`config.mk`:
```
export PLATFORM = sky130hd
export DESIGN_NAME = accum_addsub_seq
export DESIGN_NICKNAME = d
export VERILOG_FILES = /design/src/rtl/accum_addsub_pkg.sv /design/src/rtl/accum_addsub_seq_addsub_core.sv /design/src/rtl/accum_addsub_seq.sv
export SDC_FILE = /design/constraint.sdc
export NUM_CORES = 1
export LEC_CHECK = 0
export CORE_MARGIN = 2
export CORE_UTILIZATION = 45
export CTS_CLUSTER_SIZE = 10
export DETAILED_ROUTE_END_ITERATION = 12
export GPL_ROUTABILITY_DRIVEN = 0
export MAX_ROUTING_LAYER = met4
export PLACE_DENSITY = 0.73
export SYNTH_ARGS = -nofsm -noshare
export SYNTH_HDL_FRONTEND = slang
export SYNTH_SLANG_ARGS = --single-unit
```
`constraint.sdc`:
```
create_clock -name clk -period 5.5 [get_ports clk]
set_input_delay 0.825 -clock clk [delete_from_list [all_inputs] [get_ports clk]]
set_output_delay 0.825 -clock clk [all_outputs]
set_load 0.05 [all_outputs]
```
`src/rtl/accum_addsub_pkg.sv`:
```
// Shared op and FSM state encodings for the add/sub accumulator.
// Saturation is compiled in by defining ACCUM_ADDSUB_SAT_EN.
package accum_addsub_pkg;

    typedef enum logic [1:0] {
        OP_ADD   = 2'b00,
        OP_SUB   = 2'b01,
        OP_LOAD  = 2'b10,
        OP_CLEAR = 2'b11
    } op_e;

    typedef enum logic [1:0] {
        IDLE = 2'b00,
        EXEC = 2'b01,
        RESP = 2'b10
    } state_e;

endpackage

```
`src/rtl/accum_addsub_seq_addsub_core.sv`:
```
// Combinational ripple adder/subtractor with carry-out and overflow.
// Subtraction inverts b and feeds sub in as the LSB carry.
module addsub_core #(
    parameter int WIDTH = 4
) (
    input  logic [WIDTH-1:0] a,
    input  logic [WIDTH-1:0] b,
    input  logic             sub,
    output logic [WIDTH-1:0] sum,
    output logic             cout,
    output logic             ovfl
);

    logic [WIDTH-1:0] bx;
    logic [WIDTH:0]   c;

    always_comb begin
        bx   = b ^ {WIDTH{sub}};
        c    = '0;
        sum  = '0;
        c[0] = sub;
        for (int i = 0; i < WIDTH; i++) begin
            sum[i]   = a[i] ^ bx[i] ^ c[i];
            c[i+1]   = (a[i] & bx[i]) | (c[i] & (a[i] ^ bx[i]));
        end
    end

    assign cout = c[WIDTH];
    // carry into the MSB disagreeing with carry out flags signed overflow
    assign ovfl = c[WIDTH-1] ^ c[WIDTH];

endmodule

```
`src/rtl/accum_addsub_seq.sv`:
```
// Three-state sequential accumulator: ADD/SUB/LOAD/CLEAR commands.
// Define ACCUM_ADDSUB_SAT_EN to clamp overflowing ADD/SUB results.
module accum_addsub_seq #(
    parameter int WIDTH = 4
) (
    input  logic             clk,
    input  logic             rst,
    input  logic             in_valid,
    output logic             in_ready,
    input  logic [1:0]       in_op,
    input  logic [WIDTH-1:0] in_data,
    output logic             out_valid,
    input  logic             out_ready,
    output logic [WIDTH-1:0] out_acc,
    output logic             out_cout,
    output logic             out_ovfl,
    output logic             sticky_ovfl
);

    import accum_addsub_pkg::*;

    state_e           state;
    op_e              cmd_op;
    logic [WIDTH-1:0] cmd_data;
    logic [WIDTH-1:0] acc;
    logic [WIDTH-1:0] sum;
    logic [WIDTH-1:0] res;
    logic             cout;
    logic             ovfl;

    addsub_core #(.WIDTH(WIDTH)) u_core (
        .a    (acc),
        .b    (cmd_data),
        .sub  (cmd_op == OP_SUB),
        .sum  (sum),
        .cout (cout),
        .ovfl (ovfl)
    );

`ifdef ACCUM_ADDSUB_SAT_EN
    // on overflow both effective operands share acc's sign
    always_comb begin
        res = sum;
        if (ovfl) begin
            res = acc[WIDTH-1] ? {1'b1, {(WIDTH-1){1'b0}}}
                               : {1'b0, {(WIDTH-1){1'b1}}};
        end
    end
`else
    assign res = sum;
`endif

    assign out_acc = acc;

    always_ff @(posedge clk) begin
        if (rst) begin
            state       <= IDLE;
            in_ready    <= 1'b0;
            out_valid   <= 1'b0;
            acc         <= '0;
            out_cout    <= 1'b0;
            out_ovfl    <= 1'b0;
            sticky_ovfl <= 1'b0;
            cmd_op      <= OP_ADD;
            cmd_data    <= '0;
        end else begin
            unique case (state)
                IDLE: begin
                    if (in_valid && in_ready) begin
                        cmd_op   <= op_e'(in_op);
                        cmd_data <= in_data;
                        in_ready <= 1'b0;
                        state    <= EXEC;
                    end else begin
                        in_ready <= 1'b1;
                    end
                end
                EXEC: begin
                    state     <= RESP;
                    out_valid <= 1'b1;
                    unique case (cmd_op)
                        OP_ADD, OP_SUB: begin
                            acc      <= res;
                            out_cout <= cout;
                            out_ovfl <= ovfl;
                            if (ovfl) sticky_ovfl <= 1'b1;
                        end
                        OP_LOAD: begin
                            acc      <= cmd_data;
                            out_cout <= 1'b0;
                            out_ovfl <= 1'b0;
                        end
                        OP_CLEAR: begin
                            acc         <= '0;
                            out_cout    <= 1'b0;
                            out_ovfl    <= 1'b0;
                            sticky_ovfl <= 1'b0;
                        end
                    endcase
                end
                RESP: begin
                    if (out_ready) begin
                        out_valid <= 1'b0;
                        in_ready  <= 1'b1;
                        state     <= IDLE;
                    end
                end
                default: begin
                    state    <= IDLE;
                    in_ready <= 1'b0;
                end
            endcase
        end
    end

endmodule

```
==> summary.txt, run 1 <==
Run status
  – Run status: finished clean

Cells and area
  – Seq. cell area: approximately 340 µm²
  – Area Growth Syn to Fin: 27.0%
  – Footprint of the multi-input gates: between 400 and 500 µm²
  – Fin area: approximately 0.0010 mm²
  – Fill cells: ~160
  – Fraction of layout cells with a size suffix above 1: 5.83%
  – Layout net count: approximately 120
  – # diodes: 0

GRT
  – Pin count of the biggest net entering global routing: 18
  – Global-route wire length before repair: 2420 µm
  – Initial antenna violation count: 0
  – GR Overflow Total: 0
  – GRT Util Overall: between 10% and 20%
  – Vias in the first global route: around 530

Clock tree
  – Clock Path Buffers: 2
  – Post-CTS setup buffer count: 0
  – Clock sinks: 17
  – Clock root cell: clkbuf_4
  – Clk Latency, worst-skew pair: 0.28 ns
  – Post-CTS Resized: 0
  – Post-CTS Hold Buffers: 0
  – Clock Pin Slew Worst Setup and Hold Paths: ~0.10 ns
  – CTS Buf Count: 3
  – H-tree levels: 1
  – CTS tree: yes

Setup path
  – CP Data Required Time: around 5.7 ns
  – Crit-path most repeated cell: fa_1
  – CP Cell Sequence: nand2b_1 -> o21ai_0 -> fa_1 -> fa_1 -> fa_1 -> xnor2_1 -> or3_1 -> a21oi_1
  – Worst setup EP type: flip-flop
  – Crit path launch type: flip-flop
  – CP max-delay cell: dfxtp_1
  – WP data arrival: slightly above 3 ns
  – Setup Crit Path Kind: reg -> reg
  – Slowest cell delay on critical path: between 0.5 and 0.6 ns
  – Critical path fanouts, max: 14

Min path
  – Hold Crit Class: reg -> reg

Floorplan
  – Die area: 0.00217 mm²
  – Number of core rows: 15
  – Placeable Area: about 0.0017 mm²
  – Chip Height: about 47 µm
  – Die width: 46.5 µm
  – Initial core utilization: a little under half
  – I/O pin cnt: 19

Synth
  – Netlist cell types: 23
  – Mean Syn Cell Area: between 9 and 10 µm²
  – Synth Cell Area: a little over 800 µm²
  – Synth warn: 0
  – Top cell type's share of synthesized area: a little over two fifths
  – Flops & latches, synth: 17
  – Synth area leaders: dfxtp_1 (42%), fa_1 (7.4%), mux2i_1 (7.4%), nor2_1 (6.0%), nand2b_1 (4.6%)
  – Synthesized instance count: 86
  – Register area share after synthesis: a little over two fifths
  – Leading area contributor after synthesis: dfxtp_1
  – Syn nets: 99

Placed design
  – Port Buffers: 18
  – Pre-CTS setup slack: approximately 2.7 ns
  – Post-DP Area: approximately 0.0010 mm²
  – Final HPWL DP: 1150 µm

Timing
  – Fin. max-slew vios: 0
  – Max_slew headroom: a little under a quarter
  – Tcrit/Tclk final: about 52%
  – Tightest Pin Transition: 1.13 ns
  – Fmax: around 350 MHz
  – Tmin final: approximately 2.9 ns
  – Setup Skew: 0.000813 ns
  – Setup violators final: 0
  – Final WS setup: 2.62 ns
  – Final Hold Slack: ~0.47 ns
  – Unrepaired setup endpoints after global routing: false
  – Setup tns final: 0 ns
  – Final Hold Vio Count: 0

Run
  – MaxCap Viol Count: 0

Routing
  – DR vias: approximately 660
  – # DRC: 0
  – Routed len/inst: about 12 µm
  – Initial drt markers: 7
  – Routed WL: about 1500 µm
  – Via density: 5.15
  – DR pass1 iterations: 4
  – Remaining antenna violation count after routing: 0

Pwr
  – Worst IR Drop VDD: roughly 0.17 mV
  – Power, Total: 248 µW
  – Clock power frac: between 20% and 30%
  – Seq pwr share: between 50% and 60%
  – Net Sw Power: roughly 70 µW
  – Combinational share of power: roughly a fifth
  – Internal power: 178 µW
  – Net Sw Frac: between 20% and 30%
  – Leak: about 0.36 nW
  – Power per cell area: about 240 mW/mm²
## final cells by class
| class | instances | area share (%) |
|---|---|---|
| Clock buffer | 3 | 2.18 |
| Inverter | 2 | 0.726 |
| Multi-Input combinational cell | 62 | 43.3 |
| Clock inverter | 1 | 0.484 |
| Timing Repair Buffer | 18 | 17.4 |
| Sequential cell | 17 | 32.9 |
| Tap cell | 25 | 3.02 |
## power groups by stage
stage	clock, mW	combinational [mW]	sequential (mW)
after CTS	0.0677	0.0469	0.136
after detailed placement	0	0.0467	0.139
after floorplan	0	0.0244	0.145
after global routing	0.0724	0.0505	0.137
final	0.0663	0.0465	0.136
after global placement	0	0.0458	0.138
## cell families (layout without fill, tap and decap cells)
family          Yosys count  count (layout)  share of synthesized area [%]
xor+xnor                  4               4                           4.30
buf+inv                   7              24                           3.99
flops                    17              17                           41.8
simple gates             32              32                           20.4
fa+ha+maj                 3               3                           7.37
mux                       6               6                           7.37
compound gates           17              17                           14.7
## cells in the mapped netlist
master,count
a2111oi_2,1
a211oi_1,1
a21oi_1,5
a311oi_1,3
buf_2,2
buf_4,1
clkbuf_1,2
dfxtp_1,17
fa_1,3
inv_1,2
mux2i_1,6
nand2_1,4
nand2b_1,6
nand3b_1,4
nor2_1,13
nor2b_1,3
nor4bb_1,1
o2111ai_1,1
o211a_1,1
o21ai_0,4
o21bai_1,1
or3_1,1
xnor2_1,4
## worst paths after layout
check / from / endpoint / slack (ns) / cells after the start
max: cmd_op[1] / out_ovfl / 2.62 / 8
min: out_ovfl / out_ovfl / 0.47 / 2
max reg2reg: cmd_op[1] / out_ovfl / 2.62 / 8
min reg2reg: out_ovfl / out_ovfl / 0.47 / 2
## layout by cell type, fill, tap and decap left out
cell,synthesis,final
nor2b_1,3,3
clkinv_2,0,1
o21ai_0,4,4
a2111oi_2,1,1
xnor2_1,4,4
nor2_1,13,13
a311oi_1,3,3
nand2b_1,6,6
mux2i_1,6,6
nand2_1,4,4
o211a_1,1,1
dfxtp_1,17,17
o2111ai_1,1,1
fa_1,3,3
nand3b_1,4,4
nor4bb_2,0,1
inv_1,2,2
clkdlybuf4s50_1,0,18
clkbuf_4,0,3
a21oi_1,5,5
or3_1,1,1
o21bai_1,1,1
a211oi_1,1,1
## worst max-delay path: cells and delay by family, from the launching register on
family	cells	cell delay (ns)
compound gates	2	0.28
xor+xnor	1	0.15
fa+ha+maj	3	1.26
flops	1	0.55
simple gates	2	0.57
## flip-flops by register name (all words and copies together), names as in the netlist
signal,flops
cmd_data,4
cmd_op,2
in_ready,1
out_acc,4
out_cout,1
out_ovfl,1
out_valid,1
state,2
sticky_ovfl,1
## routing by layer
| layer | track usage [%] | vias to the layer above | wire [µm] |
|---|---|---|---|
| met5 | - | - | 0 |
| met4 | 5.71 | 0 | 12 |
| met3 | 2.35 | 2 | 66 |
| met2 | 25.6 | 13 | 745 |
| met1 | 20.9 | 316 | 721 |
| li1 | - | 328 | - |
## stage by stage
| stage | utilization [%] | instances |
|---|---|---|
| 4_1_cts | 60.6 | 128 |
| 5_1_grt | 60.6 | 128 |
| 3_5_place_dp | 59.0 | 124 |
| 2_1_floorplan | - | 86 |
| 6_report | 60.6 | 128 |
| 3_3_place_gp | 59.0 | 124 |
(Power assumes the default switching activity.)
==> run 2: changes to the inputs <==
--- a/config.mk
+++ b/config.mk
@@ -6,7 +6,7 @@
 export NUM_CORES = 1
 export LEC_CHECK = 0
 export CORE_MARGIN = 2
-export CORE_UTILIZATION = 45
+export CORE_UTILIZATION = 43
 export CTS_CLUSTER_SIZE = 10
 export DETAILED_ROUTE_END_ITERATION = 12
 export GPL_ROUTABILITY_DRIVEN = 0
==> constraint.sdc (replaced) <==
create_clock -name clk -period 2.5 [get_ports clk]
set_input_delay 0.375 -clock clk [delete_from_list [all_inputs] [get_ports clk]]
set_output_delay 0.375 -clock clk [all_outputs]
set_load 0.05 [all_outputs]
==> summary.txt, run 2 (synthesis results as in run 1) <==
Run status
  – Run status: finished clean

Setup path
  – CP Data Required Time: about 2.7 ns
  – Setup Crit Path Kind: reg -> reg
  – Critical path fanouts, max: 4
  – Reg2reg setup slack: between 0.04 and 0.05 ns
  – Worst setup EP type: flip-flop
  – Worst flop-to-flop path endpoint: out_ovfl
  – R2R Path Start: cmd_op[1]
  – WP data arrival: around 2.7 ns
  – Worst R2R Path Depth: 8
  – Crit path launch type: flip-flop

Timing
  – Fmax: ~400 MHz
  – Fin. max-slew vios: 0
  – Max_slew headroom: between 50% and 60%
  – Tcrit/Tclk final: a little over nine tenths
  – Tightest Pin Transition: ~0.65 ns
  – Tmin final: about 2.5 ns
  – Unrepaired setup endpoints after global routing: true
  – Setup violators final: 0
  – Final Hold Vio Count: 0
  – Setup Skew: ~0.0020 ns
  – Final Hold Slack: 0.467 ns

Clock tree
  – CTS tree: yes
  – Clock Path Buffers: 2
  – Clock root cell: clkbuf_4
  – Clk Latency, worst-skew pair: between 0.2 and 0.3 ns
  – Clock sinks: 17
  – H-tree levels: 1
  – Clock Pin Slew Worst Setup and Hold Paths: around 0.1 ns
  – Post-CTS Hold Buffers: 0
  – CTS Buf Count: 3

Cells and area
  – Fraction of layout cells with a size suffix above 1: about 16%
  – # diodes: 0
  – Layout net count: between 100 and 150
  – Area Growth Syn to Fin: 34.9%
  – Commonest non-fill, non-tap cell in the layout: clkdlybuf4s50_1
  – Most frequent cells in the layout: clkdlybuf4s50_1 (18), dfxtp_1 (16), nor2_1 (13)

Floorplan
  – Die area: 0.00226 mm²
  – Placeable Area: 0.00175 mm²
  – I/O pin cnt: 19
  – Chip Height: 47.5 µm
  – Initial core utilization: between 40% and 50%
  – Die width: about 48 µm
  – Number of core rows: 15

GRT
  – Vias in the first global route: roughly 630
  – GRT Util Overall: 17.4%
  – Pin count of the biggest net entering global routing: 18
  – GR Overflow Total: 0
  – Initial antenna violation count: 0
  – Global-route wire length before repair: 2630 µm

Pwr
  – Net Sw Power: 157 µW
  – Worst IR Drop VDD: approximately 0.35 mV
  – Combinational share of power: between 20 and 25%
  – Internal power: 401 µW
  – Seq pwr share: 53.2%
  – Clock power frac: around a quarter
  – Leak: between 0.3 and 0.4 nW
  – Power, Total: roughly 560 µW
  – Net Sw Frac: between 20% and 30%
  – Power per cell area: about 510 mW/mm²

Routing
  – Initial drt markers: 3
  – Via density: ~5.0
  – Routed WL: around 1600 µm
  – DR vias: 670
  – DR pass1 iterations: 4
  – Remaining antenna violation count after routing: 0
  – # DRC: 0
  – Routed len/inst: 12.3 µm

Run
  – MaxCap Viol Count: 0

Min path
  – Hold Crit Class: reg -> reg
  – End of the worst hold path: out_cout
  – Critical hold path startpoint: out_cout
  – Hold path cells: 2

Placed design
  – Port Buffers: 18
  – Final HPWL DP: around 1200 µm
==> run 2: area by class of cell <==
class | count | area, µm²
Fill cell | 152 | 647
Multi-Input combinational cell | 62 | 474
Sequential cell | 17 | 342
Timing Repair Buffer | 23 | 218
Tap cell | 25 | 31.3
Clock buffer | 4 | 26.3
Inverter | 2 | 7.51
==> run 2: repair_timing <==
action                     4_1_cts  5_1_grt
setup endpoints to repair        1        1
buffers inserted                 1        1
cloned                           0        0
pin swaps                        1        2
gates resized for setup          1        3
==> run 2: power groups by stage <==
stage / Clock, mW / Sequential, mW / Combinational, mW
floorplan: 0 / 0.319 / 0.0553
global placement: 0 / 0.302 / 0.108
detailed placement: 0 / 0.302 / 0.112
CTS: 0.151 / 0.296 / 0.114
global route: 0.158 / 0.298 / 0.125
finish: 0.147 / 0.297 / 0.114
==> run 2: layer usage <==
| metal | global-route usage (%) | share of wire (%) | vias up |
|---|---|---|---|
| met5 | - | 0 | - |
| met4 | 8.33 | 1.6 | 0 |
| met3 | 3.40 | 4.0 | 6 |
| met2 | 28.4 | 47 | 14 |
| met1 | 20.4 | 48 | 308 |
| li1 | - | - | 342 |
==> run 2: worst max-delay path, cell delays in order, from the launching register on <==
cell,delay (ns)
dfxtp_2,0.33
nand2b_4,0.16
xnor2_2,0.15
fa_2,0.40
fa_2,0.37
fa_2,0.36
xnor2_1,0.15
or3_1,0.33
a21oi_2,0.14
==> run 2: worst max-delay path by stage <==
stage                          from  endpoint  slack, ns  depth (start not counted)
after floorplan           cmd_op[1]  out_ovfl     0.0004                          9
after global placement    cmd_op[1]  out_ovfl       0.13                          8
after detailed placement  cmd_op[1]  out_ovfl       0.02                          8
after CTS                 cmd_op[1]  out_ovfl     0.0001                          8
after global routing      cmd_op[1]  out_ovfl      -0.03                          8
final                     cmd_op[1]  out_ovfl       0.05                          8
==> run 2: through the flow <==
step	TNS (ns)	setup WS (ns)	std cells	utilization (%)	cell area, µm²
final	0	0.0483	133	62.9	1100
after detailed placement	0	0.0222	127	59.7	1040
after floorplan	0	0.000403	86	-	827
after CTS	0	0.000147	132	61.8	1080
after global routing	-0.0272	-0.0272	133	62.9	1100
after global placement	0	0.126	127	59.7	1040
==> run 3: changes to the inputs <==
--- a/config.mk
+++ b/config.mk
@@ -10,6 +10,7 @@
 export CTS_CLUSTER_SIZE = 10
 export DETAILED_ROUTE_END_ITERATION = 12
 export GPL_ROUTABILITY_DRIVEN = 0
+export HOLD_SLACK_MARGIN = 0.05
 export MAX_ROUTING_LAYER = met4
 export PLACE_DENSITY = 0.73
 export SYNTH_ARGS = -nofsm -noshare
==> results of run 3 <==
Same layout as run 2: the final DEF is identical, and so are final timing and power.
